[src/rtl/tone_sequencer.sv]
// tone_sequencer: fixed-priority melody ROM player driving tone/sound_en; define TONE_SEQ_MUTE_EN to add a mute input
module tone_sequencer #(
  parameter int TICK_DIV  = 5_000_000,
  parameter int GAP_TICKS = 1
) (
  input  logic       clk,
  input  logic       resetN,
  input  logic [3:0] req,
`ifdef TONE_SEQ_MUTE_EN
  input  logic       mute,
`endif
  output logic [3:0] grant,
  output logic       busy,
  output logic [3:0] tone,
  output logic       sound_en
);
  localparam int TW = TICK_DIV > 1 ? $clog2(TICK_DIV) : 1;
  typedef enum logic [1:0] {IDLE, LOAD, PLAY, GAP} state_t;
  state_t state, nxt;
  logic [3:0] pending, addr, addr_n, lower;
  logic [1:0] cur, pri;
  logic [2:0] dur;
  logic [TW-1:0] cnt;
  logic [7:0] nt;
  logic start, last, tick_done, note_end, gap_end;
  function automatic logic [7:0] rom(input logic [3:0] a);
    case (a)
      4'd0:    rom = 8'b0_0111_001;
      4'd1:    rom = 8'b1_0100_001;
      4'd4:    rom = 8'b0_0010_001;
      4'd5:    rom = 8'b0_0100_001;
      4'd6:    rom = 8'b0_0110_001;
      4'd7:    rom = 8'b1_0111_011;
      4'd8:    rom = 8'b0_1111_010;
      4'd9:    rom = 8'b0_1101_010;
      4'd10:   rom = 8'b0_1100_010;
      4'd11:   rom = 8'b1_1000_100;
      4'd12:   rom = 8'b0_0000_010;
      4'd13:   rom = 8'b0_0010_010;
      4'd14:   rom = 8'b0_0100_010;
      4'd15:   rom = 8'b1_0111_100;
      default: rom = 8'd0;
    endcase
  endfunction
  assign pri       = pending[0] ? 2'd0 : pending[1] ? 2'd1 : pending[2] ? 2'd2 : 2'd3;
  assign lower     = pending & ((4'd1 << cur) - 4'd1);
  assign addr_n    = start ? {pri, 2'b00} : addr + 4'd1;
  assign tick_done = cnt == TW'(TICK_DIV - 1);
  assign note_end  = tick_done && nt == {5'd0, dur} - 8'd1;
  assign gap_end   = tick_done && nt == 8'(GAP_TICKS - 1);
  assign busy      = state != IDLE;
`ifdef TONE_SEQ_MUTE_EN
  assign sound_en  = state == PLAY && !mute;
`else
  assign sound_en  = state == PLAY;
`endif
  // state register
  always_ff @(posedge clk or negedge resetN)
    if (!resetN) state <= IDLE;
    else state <= nxt;
  // next state and grant pulse; preemption only at a note boundary
  always_comb begin
    nxt   = state;
    grant = 4'd0;
    case (state)
      IDLE: nxt = |pending ? LOAD : IDLE;
      LOAD: begin
        nxt   = PLAY;
        grant = start ? 4'd1 << pri : 4'd0;
      end
      PLAY: nxt = !note_end ? PLAY : |lower ? LOAD : last ? IDLE : GAP;
      GAP:  nxt = gap_end ? LOAD : GAP;
      default: nxt = IDLE;
    endcase
  end
  // pending requests, note registers and tick timing
  always_ff @(posedge clk or negedge resetN)
    if (!resetN) begin
      pending <= 4'd0;
      start   <= 1'b0;
      cur     <= 2'd0;
      addr    <= 4'd0;
      tone    <= 4'd0;
      dur     <= 3'd0;
      last    <= 1'b0;
      cnt     <= '0;
      nt      <= 8'd0;
    end else begin
      pending <= (pending & ~grant) | req;
      if (nxt == LOAD) start <= state != GAP;
      if (state == LOAD) begin
        addr               <= addr_n;
        {last, tone, dur}  <= rom(addr_n);
        if (start) cur     <= pri;
      end
      if (nxt != state) begin
        cnt <= '0;
        nt  <= 8'd0;
      end else if (tick_done) begin
        cnt <= '0;
        nt  <= nt + 8'd1;
      end else cnt <= cnt + 1'b1;
    end
endmodule

[config.mk]
export PLATFORM = sky130hd
export DESIGN_NAME = tone_sequencer
export DESIGN_NICKNAME = d
export VERILOG_FILES = /design/src/rtl/tone_sequencer.sv
export SDC_FILE = /design/constraint.sdc
export NUM_CORES = 1
export LEC_CHECK = 0
export ABC_CLOCK_PERIOD_IN_PS = 5200
export BUFFER_PORTS_ARGS = -buffer_cell sky130_fd_sc_hd__clkbuf_2
export CAP_MARGIN = 5
export CORE_MARGIN = 10
export CORE_UTILIZATION = 40
export DETAILED_ROUTE_END_ITERATION = 7
export PLACE_DENSITY = 0.55
export SLEW_MARGIN = 20
export SYNTH_ARGS = -nofsm -noshare
export SYNTH_HDL_FRONTEND = slang
export SYNTH_SLANG_ARGS = --single-unit
[constraint.sdc]
create_clock -name clk -period 5.2 [get_ports clk]
set_input_delay 1.04 -clock clk [delete_from_list [all_inputs] [get_ports clk]]
set_output_delay 1.04 -clock clk [all_outputs]
set_load 0.03 [all_outputs]
==> results by group, run 1 <==
Setup path
  • Required time worst endpoint: 4.16 ns
  • Worst setup EP type: output port
  • WS Path Type: register to output port
  • CP Data Arrival Time: 2.00 ns
  • Startpoint types: register
  • Crit-path max FO: 7

Power
  • Sequential Power Share: 58.2%
  • Internal: 0.000553 W
  • Worst IR drop on VDD: 0.000108 V
  • Sw Pwr: 0.000146 W
  • Switching share of power: 20.9%
  • Comb power frac: 2.2%
  • Clock share of power: 39.6%
  • P_leak: 1.34 nW
  • P per Cell Area: 230 mW/mm2

Logic synthesis
  • Ranking of synthesized cells by area: dfrtp_1 (47%), xor2_1 (5.3%), nor2_1 (5.3%)
  • Synth top area share: 46.7%
  • Synth Cell Area: 0.00278 mm2
  • Main combinational cell family by area after synthesis: simple AND/OR/NAND/NOR gates
  • Multiplexer area fraction after synthesis: 1.12%
  • Adder-cell area share of the yosys netlist: 2.25%
  • Post-synthesis compound-gate area fraction: 11.1%
  • Synth unique cells: 47
  • Mean Syn Cell Area: 9.44 um2
  • Post-synthesis xor/xnor area fraction: 10.1%
  • Syn Inst Count: 295
  • Number of synthesized register bits: 52
  • Synth Net Count: 306
  • Simple-gate share of the synthesized area: 24.9%
  • Synth Flop Type: dfrtp_1
  • Commonest cells post-synth: dfrtp_1 (52), nor2_1 (39), nand2_1 (29), o21ai_0 (17), xor2_1 (17)
  • Most frequent cell after synthesis: dfrtp_1
  • Post-synth EDFFs: 0
  • Yosys warns: 0
  • Register area share after synthesis: 46.7%
  • Post-synth top area cell: dfrtp_1
  • Ys async rst share: 100%

Global route
  • Largest net degree at the start of global routing: 53
  • GRT Util Overall: 11.1%
  • First-pass GRT wire length: 9440 um
  • Global route overflow: 0
  • Vias in the first global route: 1966
  • Initial antenna violation count: 0

Drt
  • DR top layer: met4
  • Final wirelength: 5420 um
  • Met2 wire length: 2280 um
  • Met3 wire len: 169 um
  • TritonRoute pass-1 iters: 4
  • M1 WL: 2890 um
  • DRT iter0 DRCs: 82
  • Avg Vias per Cell: 5.03
  • Via count: 2037
  • DRC viols: 0
  • Average routed wire per standard cell: 13.4 um
  • Antenna-violating nets left: 0

Clock network
  • Clock Sinks: 52
  • H-Tree Level Count: 2
  • CTS root buf: clkbuf_8
  • Total CTS buffers: 5
  • Cts repair resizes: 0
  • CTS Buffer Depth: 2
  • Worst-path clk slew: 0.09 ns
  • Clock Latency Late Sink: 0.31 ns
  • # hold bufs at CTS: 0
  • CTS tree: done
  • Setup Buffers After CTS: 0

Timing
  • Fin crit period: 3.04 ns
  • Sum Neg Setup Slack: 0 ns
  • Slew Viols, Final: 0
  • F_max: 329 MHz
  • Final Hold Viols: 0
  • Slew margin rel.: 54.8%
  • Setup Skew: 0.0123 ns
  • Final setup viols: 0
  • RSZ-0062 raised after global routing: false
  • Slew @ Worst Pin: 0.676 ns
  • Final Cycle Share: 58.4%

Placed design
  • Post-DP HPWL: 3770 um
  • RePlAce Congestion: 0.776
  • Buffers on Ports: 15
  • Cell Area, Placed: 0.00292 mm2

Min path
  • Worst Hold Class: register to register

Final layout
  • Number of diodes: 0
  • Area growth syn-to-layout: 8.90%
  • Nets@finish: 319
  • Fillers: 668
  • Design area: 0.00303 mm2
  • Layout cells sized above 1: 11.3%

Run
  • Max-cap viol count: 0

Status
  • Status: finished, final reports clean

Floorplanning
  • Die X: 103 um
  • Starting Density: 41.0%
  • Core area: 0.00679 mm2
  • Die area: 0.0107 mm2
  • Die height: 103 um
  • Boundary Pins: 16
  • Num rows: 30
## sequential cells by signal, summed over array words and instances (netlist names)
register	flops
cnt	23
nt	8
addr	4
pending	4
tone	4
dur	3
cur	2
state	2
last	1
start	1
## metal layers
layer  up-vias  GRT usage [%]
met5         -              0
met4         0           3.85
met3         6           2.46
met2        27           16.1
met1       966           15.7
li1       1038              -
## worst max-delay path, stage by stage, from the launching register on
cell and delay, ns:
dfrtp_1 0.45, inv_1 0.10, nor2_1 0.28, nand2_1 0.19
or2_2 0.37, nor2_1 0.09, clkbuf_2 0.21
## power by group through the flow
stage | Clock [W] | Sequential (W) | Combinational (W)
2_1_floorplan | 0 | 0.000416 | 0.00000272
3_3_place_gp | 0 | 0.000414 | 0.0000163
3_5_place_dp | 0 | 0.000415 | 0.0000163
4_1_cts | 0.000288 | 0.000407 | 0.0000163
5_1_grt | 0.000303 | 0.000407 | 0.0000182
6_report | 0.000277 | 0.000407 | 0.0000155
## cell families after synthesis
| kind of cell | count (synthesis) |
|---|---|
| DFF | 52 |
| AOI/OAI and AO/OA | 47 |
| and+or+nand+nor | 134 |
| xor gates and xnor gates | 32 |
| buffers and inverters | 22 |
| muxes | 3 |
| adders and majority gates | 5 |
## stage by stage
| step | setup WS, ns | util (%) | cells | power [W] | hold WS, ns |
|---|---|---|---|---|---|
| after detailed placement | 2.48 | 43.0 | 397 | 0.000431 | 0.463 |
| after global routing | 1.99 | 44.6 | 405 | 0.000728 | 0.502 |
| after floorplan | 2.59 | - | 295 | 0.000419 | 0.463 |
| after global placement | 2.57 | 43.0 | 397 | 0.000431 | 0.455 |
| final | 2.16 | 44.6 | 405 | 0.000699 | 0.492 |
| after CTS | 2.13 | 44.6 | 405 | 0.000711 | 0.487 |
## cell type report
type / count / area (um2) / area share [%]
repair buffers: 16 / 82.6 / 2.72
well taps: 96 / 120 / 3.96
inverters: 12 / 45.0 / 1.49
clock inverters: 2 / 35.0 / 1.16
clock buffers: 6 / 72.6 / 2.39
flip-flops and latches: 52 / 1300 / 42.9
multi-input cells: 221 / 1380 / 45.4
## cell usage in the layout (no fill, tap or decap), types with 3 or more instances in the layout
master / count
or4_1: 3
ha_1: 5
nor2_1: 39
nand3_1: 16
xnor2_1: 15
nor3_1: 7
dfrtp_1: 52
o21ai_0: 17
nand2b_1: 5
a21oi_1: 13
nand4_1: 7
and3_1: 5
or3_1: 4
and2_1: 3
a21o_1: 3
clkbuf_8: 5
xor2_1: 17
inv_1: 12
clkbuf_2: 15
nand2_1: 29
## path summary, 6_finish.rpt
path                          start        to  slack (ns)  depth (start not counted)
max in group asynchronous    resetN     nt[0]        3.90                          2
hold / removal              tone[0]   tone[0]        0.49                          2
setup / recovery           state[0]  grant[2]        2.16                          6
min in group asynchronous    resetN   addr[3]        0.83                          2
setup reg to reg             cnt[7]   cnt[19]        2.72                          4
hold reg to reg             tone[0]   tone[0]        0.49                          2
Power figures use the tool's default switching activity.
==> run 2, diff against run 1 <==
Settings changed: ABC_CLOCK_PERIOD_IN_PS 5200 to 2600, PLACE_DENSITY 0.55 to 0.57.
Clock period 5.2 ns to 2.6 ns, I/O delays scaled along.
==> run 2 against run 1 <==
Against the previous run: clock power rose by 80%; die area stayed put; cell count rose by 1.2%; worst hold slack worse by 0.17 ns; clock skew decreased by 0.0020 ns; wire length decreased by 0.17%; sequential share of layout area fell by 0.47 points; sequential cell count did not move; combinational power grew 100%; first-iteration DRC count fell by 37%; via count grew 0.64%.
==> results by group, run 2 (synthesis gave the netlist of run 1 again) <==
Drt
  • Average routed wire per standard cell: 13.2 um (was 13.4 um)
  • Antenna-violating nets left: 0 (unchanged)
  • DRC viols: 0 (unchanged)
  • TritonRoute pass-1 iters: 4 (unchanged)
  • Final wirelength: 5410 um (was 5420 um)
  • Via count: 2050 (was 2037)
  • Avg Vias per Cell: 5.00 (was 5.03)
  • DRT iter0 DRCs: 52 (was 82)

Timing
  • Worst Hold Slack: 0.317 ns (was 0.492 ns)
  • Sum Neg Setup Slack: 0 ns (unchanged)
  • Setup Skew: 0.0103 ns (was 0.0123 ns)
  • Slew @ Worst Pin: 0.672 ns (was 0.676 ns)
  • Fin crit period: 2.35 ns
  • Slew margin rel.: 55.2% (was 54.8%)
  • Final Hold Viols: 0 (unchanged)
  • RSZ-0062 raised after global routing: false (unchanged)
  • F_max: 426 MHz
  • Slew Viols, Final: 0 (unchanged)
  • Final critical-path setup slack: 0.251 ns (was 2.16 ns)
  • Final setup viols: 0 (unchanged)
  • Final Cycle Share: 90.3%

Final layout
  • Layout cells sized above 1: 13.1% (was 11.3%)
  • Number of diodes: 0 (unchanged)
  • Nets@finish: 325 (was 319)
  • Storage element area: 0.00130 mm2 (unchanged)
  • Fillers: 650 (was 668)
  • Commonest non-fill, non-tap cells in the layout: dfrtp_1 (52), nor2_1 (39), nand2_1 (29), o21ai_0 (17), xor2_1 (17) (unchanged)
  • Commonest non-fill, non-tap cell in the layout: dfrtp_1 (unchanged)
  • Area growth syn-to-layout: 10.1% (was 8.90%)
  • Top Registers: cnt (23), nt (8) (unchanged)
  • Top reg by flops: cnt (unchanged)
  • Multi-input gate area: 0.00138 mm2 (unchanged)
  • Number of flip-flops in the largest register: 23 (unchanged)
  • Design area: 0.00307 mm2 (was 0.00303 mm2)

Global route
  • Global route overflow: 0 (unchanged)
  • Initial antenna violation count: 0 (unchanged)
  • Vias in the first global route: 2006 (was 1966)
  • First-pass GRT wire length: 9540 um (was 9440 um)
  • Largest net degree at the start of global routing: 53 (unchanged)
  • GRT Util Overall: 11.2% (was 11.1%)

Min path
  • Worst Hold Class: input pin to asynchronous set/reset pin (was register to register)

Power
  • P_leak: 1.37 nW (was 1.34 nW)
  • Final Power: 0.00134 W (was 0.000699 W)
  • Internal: 0.00106 W (was 0.000553 W)
  • Worst IR drop on VDD: 0.000152 V (was 0.000108 V)
  • Sequential Power Share: 60.6% (was 58.2%)
  • Clock share of power: 37.1% (was 39.6%)
  • Comb power frac: 2.3% (was 2.2%)
  • Switching share of power: 21.2% (was 20.9%)
  • P per Cell Area: 438 mW/mm2 (was 230 mW/mm2)
  • Sw Pwr: 0.000285 W (was 0.000146 W)

Placed design
  • Cell Area, Placed: 0.00297 mm2 (was 0.00292 mm2)
  • Buffers on Ports: 15 (unchanged)
  • RePlAce Congestion: 0.803 (was 0.776)
  • Worst slack at placement: 0.296 ns (was 2.48 ns)
  • Post-DP HPWL: 3820 um (was 3770 um)

Floorplanning
  • Boundary Pins: 16 (unchanged)
  • Die area: 0.0107 mm2 (unchanged)
  • Die X: 103 um (unchanged)
  • Core area: 0.00679 mm2 (unchanged)
  • Num rows: 30 (unchanged)
  • Starting Density: 41.0% (unchanged)
  • Die height: 103 um (unchanged)

Clock network
  • # hold bufs at CTS: 0 (unchanged)
  • CTS tree: done (unchanged)
  • H-Tree Level Count: 2 (unchanged)
  • CTS root buf: clkbuf_8 (unchanged)
  • Setup Buffers After CTS: 0 (unchanged)
  • Clock Latency Late Sink: 0.30 ns (was 0.31 ns)
  • Worst-path clk slew: 0.09 ns (about the same)
  • CTS Buffer Depth: 2 (unchanged)
  • Total CTS buffers: 5 (unchanged)
  • Cts repair resizes: 0 (unchanged)
  • Clock Sinks: 52 (unchanged)

Setup path
  • Startpoint types: register (unchanged)
  • Crit-path max FO: 8 (was 7)
  • CP Data Arrival Time: 2.54 ns (was 2.00 ns)
  • Required time worst endpoint: 2.79 ns (was 4.16 ns)
  • Worst setup EP type: register (was output port)
  • WS Path Type: register to register (was register to output port)

Status
  • Status: finished, final reports clean (unchanged)

Run
  • Max-cap viol count: 0 (unchanged)
==> run 2: cell count changes in the layout (fill, tap and decap cells not counted) <==
cell       before  now
buf_4           1    7
clkbuf_8        5    7
clkbuf_1        1    0
bufinv_16       1    0
clkinv_2        1    0
==> run 2: final cells by class <==
cell class	instances	area share, %
timing repair buffer	22	4.16
sequential	52	42.4
inverter	12	1.47
tap	96	3.92
clock buffer	7	3.14
multi-input combinational	221	44.9
==> run 2: final timing paths <==
check | from | endpoint | slack, ns | depth (start not counted)
setup / recovery | nt[4] | nt[4] | 0.25 | 6
hold / removal | resetN | tone[0] | 0.32 | 2
setup reg to reg | nt[4] | nt[4] | 0.25 | 6
hold reg to reg | tone[3] | tone[3] | 0.47 | 2
max in group asynchronous | resetN | cnt[14] | 1.82 | 2
min in group clk | req[2] | pending[2] | 0.39 | 2
==> run 2: power by group through the flow <==
stage | Clock [W] | Sequential (W) | Combinational (W)
after global routing | 0.000547 | 0.000814 | 0.0000355
final | 0.000498 | 0.000813 | 0.0000310
after global placement | 0 | 0.000829 | 0.0000327
after detailed placement | 0 | 0.000829 | 0.0000330
after CTS | 0.000513 | 0.000813 | 0.0000331
after floorplan | 0 | 0.000832 | 0.00000544
==> run 2: critical path, stage by stage (launching register included) <==
cell and delay (ns):
dfrtp_1 0.41, or4_1 0.57, a211oi_1 0.26, o211ai_1 0.22, o31ai_1 0.45, a31o_4 0.27, nor2_1 0.06
==> run 2: stage by stage <==
stage	std cells	util, %
2_1_floorplan	295	-
3_3_place_gp	403	43.7
3_5_place_dp	403	43.7
4_1_cts	410	45.1
5_1_grt	410	45.1
6_report	410	45.1
==> run 2: layer usage <==
layer	track usage (%)	share of wire, %	vias to the layer above	routed length [um]
li1	-	-	1049	-
met1	16.4	53	974	2890
met2	15.7	42	22	2260
met3	2.92	3.7	5	201
met4	2.89	1.2	0	63
met5	0	0	-	0
==> run 3, diff against run 2 <==
Settings changed: PLACE_DENSITY 0.57 to default.
==> run 3 against run 2 <==
Against the previous run: clock skew grew 0.0030 ns; utilization up 0.22 points; first-iteration DRC count increased by 44%; design area increased by 0.49%; via count up 0.63%; global-route usage rose by 0.30 points; fmax decreased by 0.84%; worst hold slack improved by 0.0088 ns; critical path depth unchanged; clock-buffer cell count down 2; combinational power hardly changed; sequential cell count unchanged; critical path type is now register to output port; critical endpoint is now grant[2]; largest cell class unchanged.
==> results by group, run 3 (synthesis gave the netlist of run 1 again) <==
Setup path
  • Startpoint types: register (unchanged)
  • Worst setup EP type: output port (was register)
  • Crit-path max FO: 7 (was 8)
  • Required time worst endpoint: 2.08 ns (was 2.79 ns)
  • CP Data Arrival Time: 1.85 ns (was 2.54 ns)
  • Critical R2R Launch: cnt[7] (was nt[4])
  • Worst R2R End: nt[4] (unchanged)
  • R2r setup slk: 0.27 ns (was 0.25 ns)
  • WS Path Type: register to output port (was register to register)
  • R2R depth: 5 (was 6)

Clock network
  • CTS root buf: clkbuf_8 (unchanged)
  • CTS tree: done (unchanged)
  • Total CTS buffers: 5 (unchanged)
  • Clock Sinks: 52 (unchanged)
  • Clock Latency Late Sink: 0.30 ns (about the same)
  • Setup Buffers After CTS: 0 (unchanged)
  • CTS Buffer Depth: 2 (unchanged)
  • Cts repair resizes: 0 (unchanged)
  • H-Tree Level Count: 2 (unchanged)
  • Worst-path clk slew: 0.10 ns (was 0.09 ns)
  • # hold bufs at CTS: 0 (unchanged)

Timing
  • Final Cycle Share: 91.1% (was 90.3%)
  • Fin crit period: 2.37 ns (was 2.35 ns)
  • Final Hold Viols: 0 (unchanged)
  • Sum Neg Setup Slack: 0 ns (unchanged)
  • Slew margin rel.: 55.2% (about the same)
  • Final setup viols: 0 (unchanged)
  • F_max: 422 MHz (was 426 MHz)
  • Setup Skew: 0.0133 ns (was 0.0103 ns)
  • Slew Viols, Final: 0 (unchanged)
  • RSZ-0062 raised after global routing: false (unchanged)
  • Slew @ Worst Pin: 0.671 ns (was 0.672 ns)

Status
  • Status: finished, final reports clean (unchanged)

Final layout
  • Commonest non-fill, non-tap cell in the layout: dfrtp_1 (unchanged)
  • Fin cells: 411 (was 410)
  • Number of diodes: 0 (unchanged)
  • Number of flip-flops in the largest register: 23 (unchanged)
  • Layout cells sized above 1: 13.3% (was 13.1%)
  • Nets@finish: 325 (unchanged)
  • Area growth syn-to-layout: 10.7% (was 10.1%)
  • Post-layout util: 45.3% (was 45.1%)
  • Commonest non-fill, non-tap cells in the layout: dfrtp_1 (52), nor2_1 (39), nand2_1 (29), o21ai_0 (17), xor2_1 (17) (unchanged)
  • Top reg by flops: cnt (unchanged)
  • Top Registers: cnt (23), nt (8) (unchanged)

Global route
  • Vias in the first global route: 2143 (was 2006)
  • Initial antenna violation count: 0 (unchanged)
  • GRT Util Overall: 11.5% (was 11.2%)
  • Largest net degree at the start of global routing: 53 (unchanged)
  • First-pass GRT wire length: 10000 um (was 9540 um)
  • Global route overflow: 0 (unchanged)

Drt
  • DRT iter0 DRCs: 75 (was 52)
  • Via count: 2063 (was 2050)
  • Average routed wire per standard cell: 13.2 um (about the same)
  • Final wirelength: 5430 um (was 5410 um)
  • Avg Vias per Cell: 5.02 (was 5.00)
  • TritonRoute pass-1 iters: 5 (was 4)
  • DRC viols: 0 (unchanged)
  • Antenna-violating nets left: 0 (unchanged)

Floorplanning
  • Boundary Pins: 16 (unchanged)
  • Num rows: 30 (unchanged)
  • Die X: 103 um (unchanged)
  • Core area: 0.00679 mm2 (unchanged)
  • Starting Density: 41.0% (unchanged)
  • Die area: 0.0107 mm2 (unchanged)
  • Die height: 103 um (unchanged)

Placed design
  • Post-DP HPWL: 3890 um (was 3820 um)
  • Placed cells: 403 (unchanged)
  • Buffers on Ports: 15 (unchanged)
  • RePlAce Congestion: 0.812 (was 0.803)

Power
  • Sw Pwr: 0.000294 W (was 0.000285 W)
  • P_leak: 1.37 nW (about the same)
  • Comb power frac: 2.2% (was 2.3%)
  • Internal: 0.00110 W (was 0.00106 W)
  • Worst IR drop on VDD: 0.000215 V (was 0.000152 V)
  • Clock share of power: 39.6% (was 37.1%)
  • P per Cell Area: 454 mW/mm2 (was 438 mW/mm2)
  • Switching share of power: 21.0% (was 21.2%)
  • Sequential Power Share: 58.2% (was 60.6%)

Run
  • Max-cap viol count: 0 (unchanged)

Min path
  • Worst Hold Class: input pin to asynchronous set/reset pin (unchanged)
run 3: cell types whose count changed in the layout (fill, tap and decap cells not counted), sizes merged:
cell      before  now
bufinv         0    1
clkinv         0    1
clkinvlp       0    1
clkbuf        22   20
run 3: worst max path at each step:
stage	to	cells after the start	slack, ns	start
finish	grant[2]	6	0.23	state[0]
CTS	grant[2]	6	0.21	state[0]
detailed placement	nt[4]	5	0.28	cnt[7]
floorplan	nt[6]	7	0.35	cnt[6]
global route	nt[6]	6	0.1	nt[4]
global placement	nt[0]	5	0.35	cnt[15]
run 3: routing by layer:
metal	part of all wire [%]	track usage [%]
met5	0	0
met4	0.76	2.57
met3	2.3	2.52
met2	48	18.3
met1	49	15.5
run 3: worst max-delay path, cell delays in order (launching register included):
cell and delay, ns:
dfrtp_1 0.46, inv_1 0.11, nor2_1 0.15, nand2_1 0.16, or2_2 0.35, nor2_1 0.10, clkbuf_2 0.21
run 3: power by group through the flow:
stage / registers, W / logic [W] / clock network (W)
floorplan: 0.000832 / 0.00000544 / 0
global placement: 0.000829 / 0.0000324 / 0
detailed placement: 0.000829 / 0.0000330 / 0
CTS: 0.000813 / 0.0000330 / 0.000575
global route: 0.000814 / 0.0000366 / 0.000608
finish: 0.000813 / 0.0000310 / 0.000554
run 3: per-stage QoR:
stage | power [W] | hold WS [ns] | cell area (um2) | setup WS [ns]
after floorplan | 0.000838 | 0.224 | 2780 | 0.355
final | 0.00140 | 0.326 | 3080 | 0.231
after CTS | 0.00142 | 0.357 | 3080 | 0.209
after global placement | 0.000861 | 0.454 | 2970 | 0.352
after detailed placement | 0.000862 | 0.458 | 2970 | 0.282
after global routing | 0.00146 | 0.382 | 3080 | 0.0974
run 3: cell type report:
cell class              count  area, um2
clock inverters             3       42.5
multi-input cells         221       1380
inverters                  12       45.0
clock buffers               5       68.8
repair buffers             22        128
flip-flops and latches     52       1300
fillers                   647       3710
well taps                  96        120
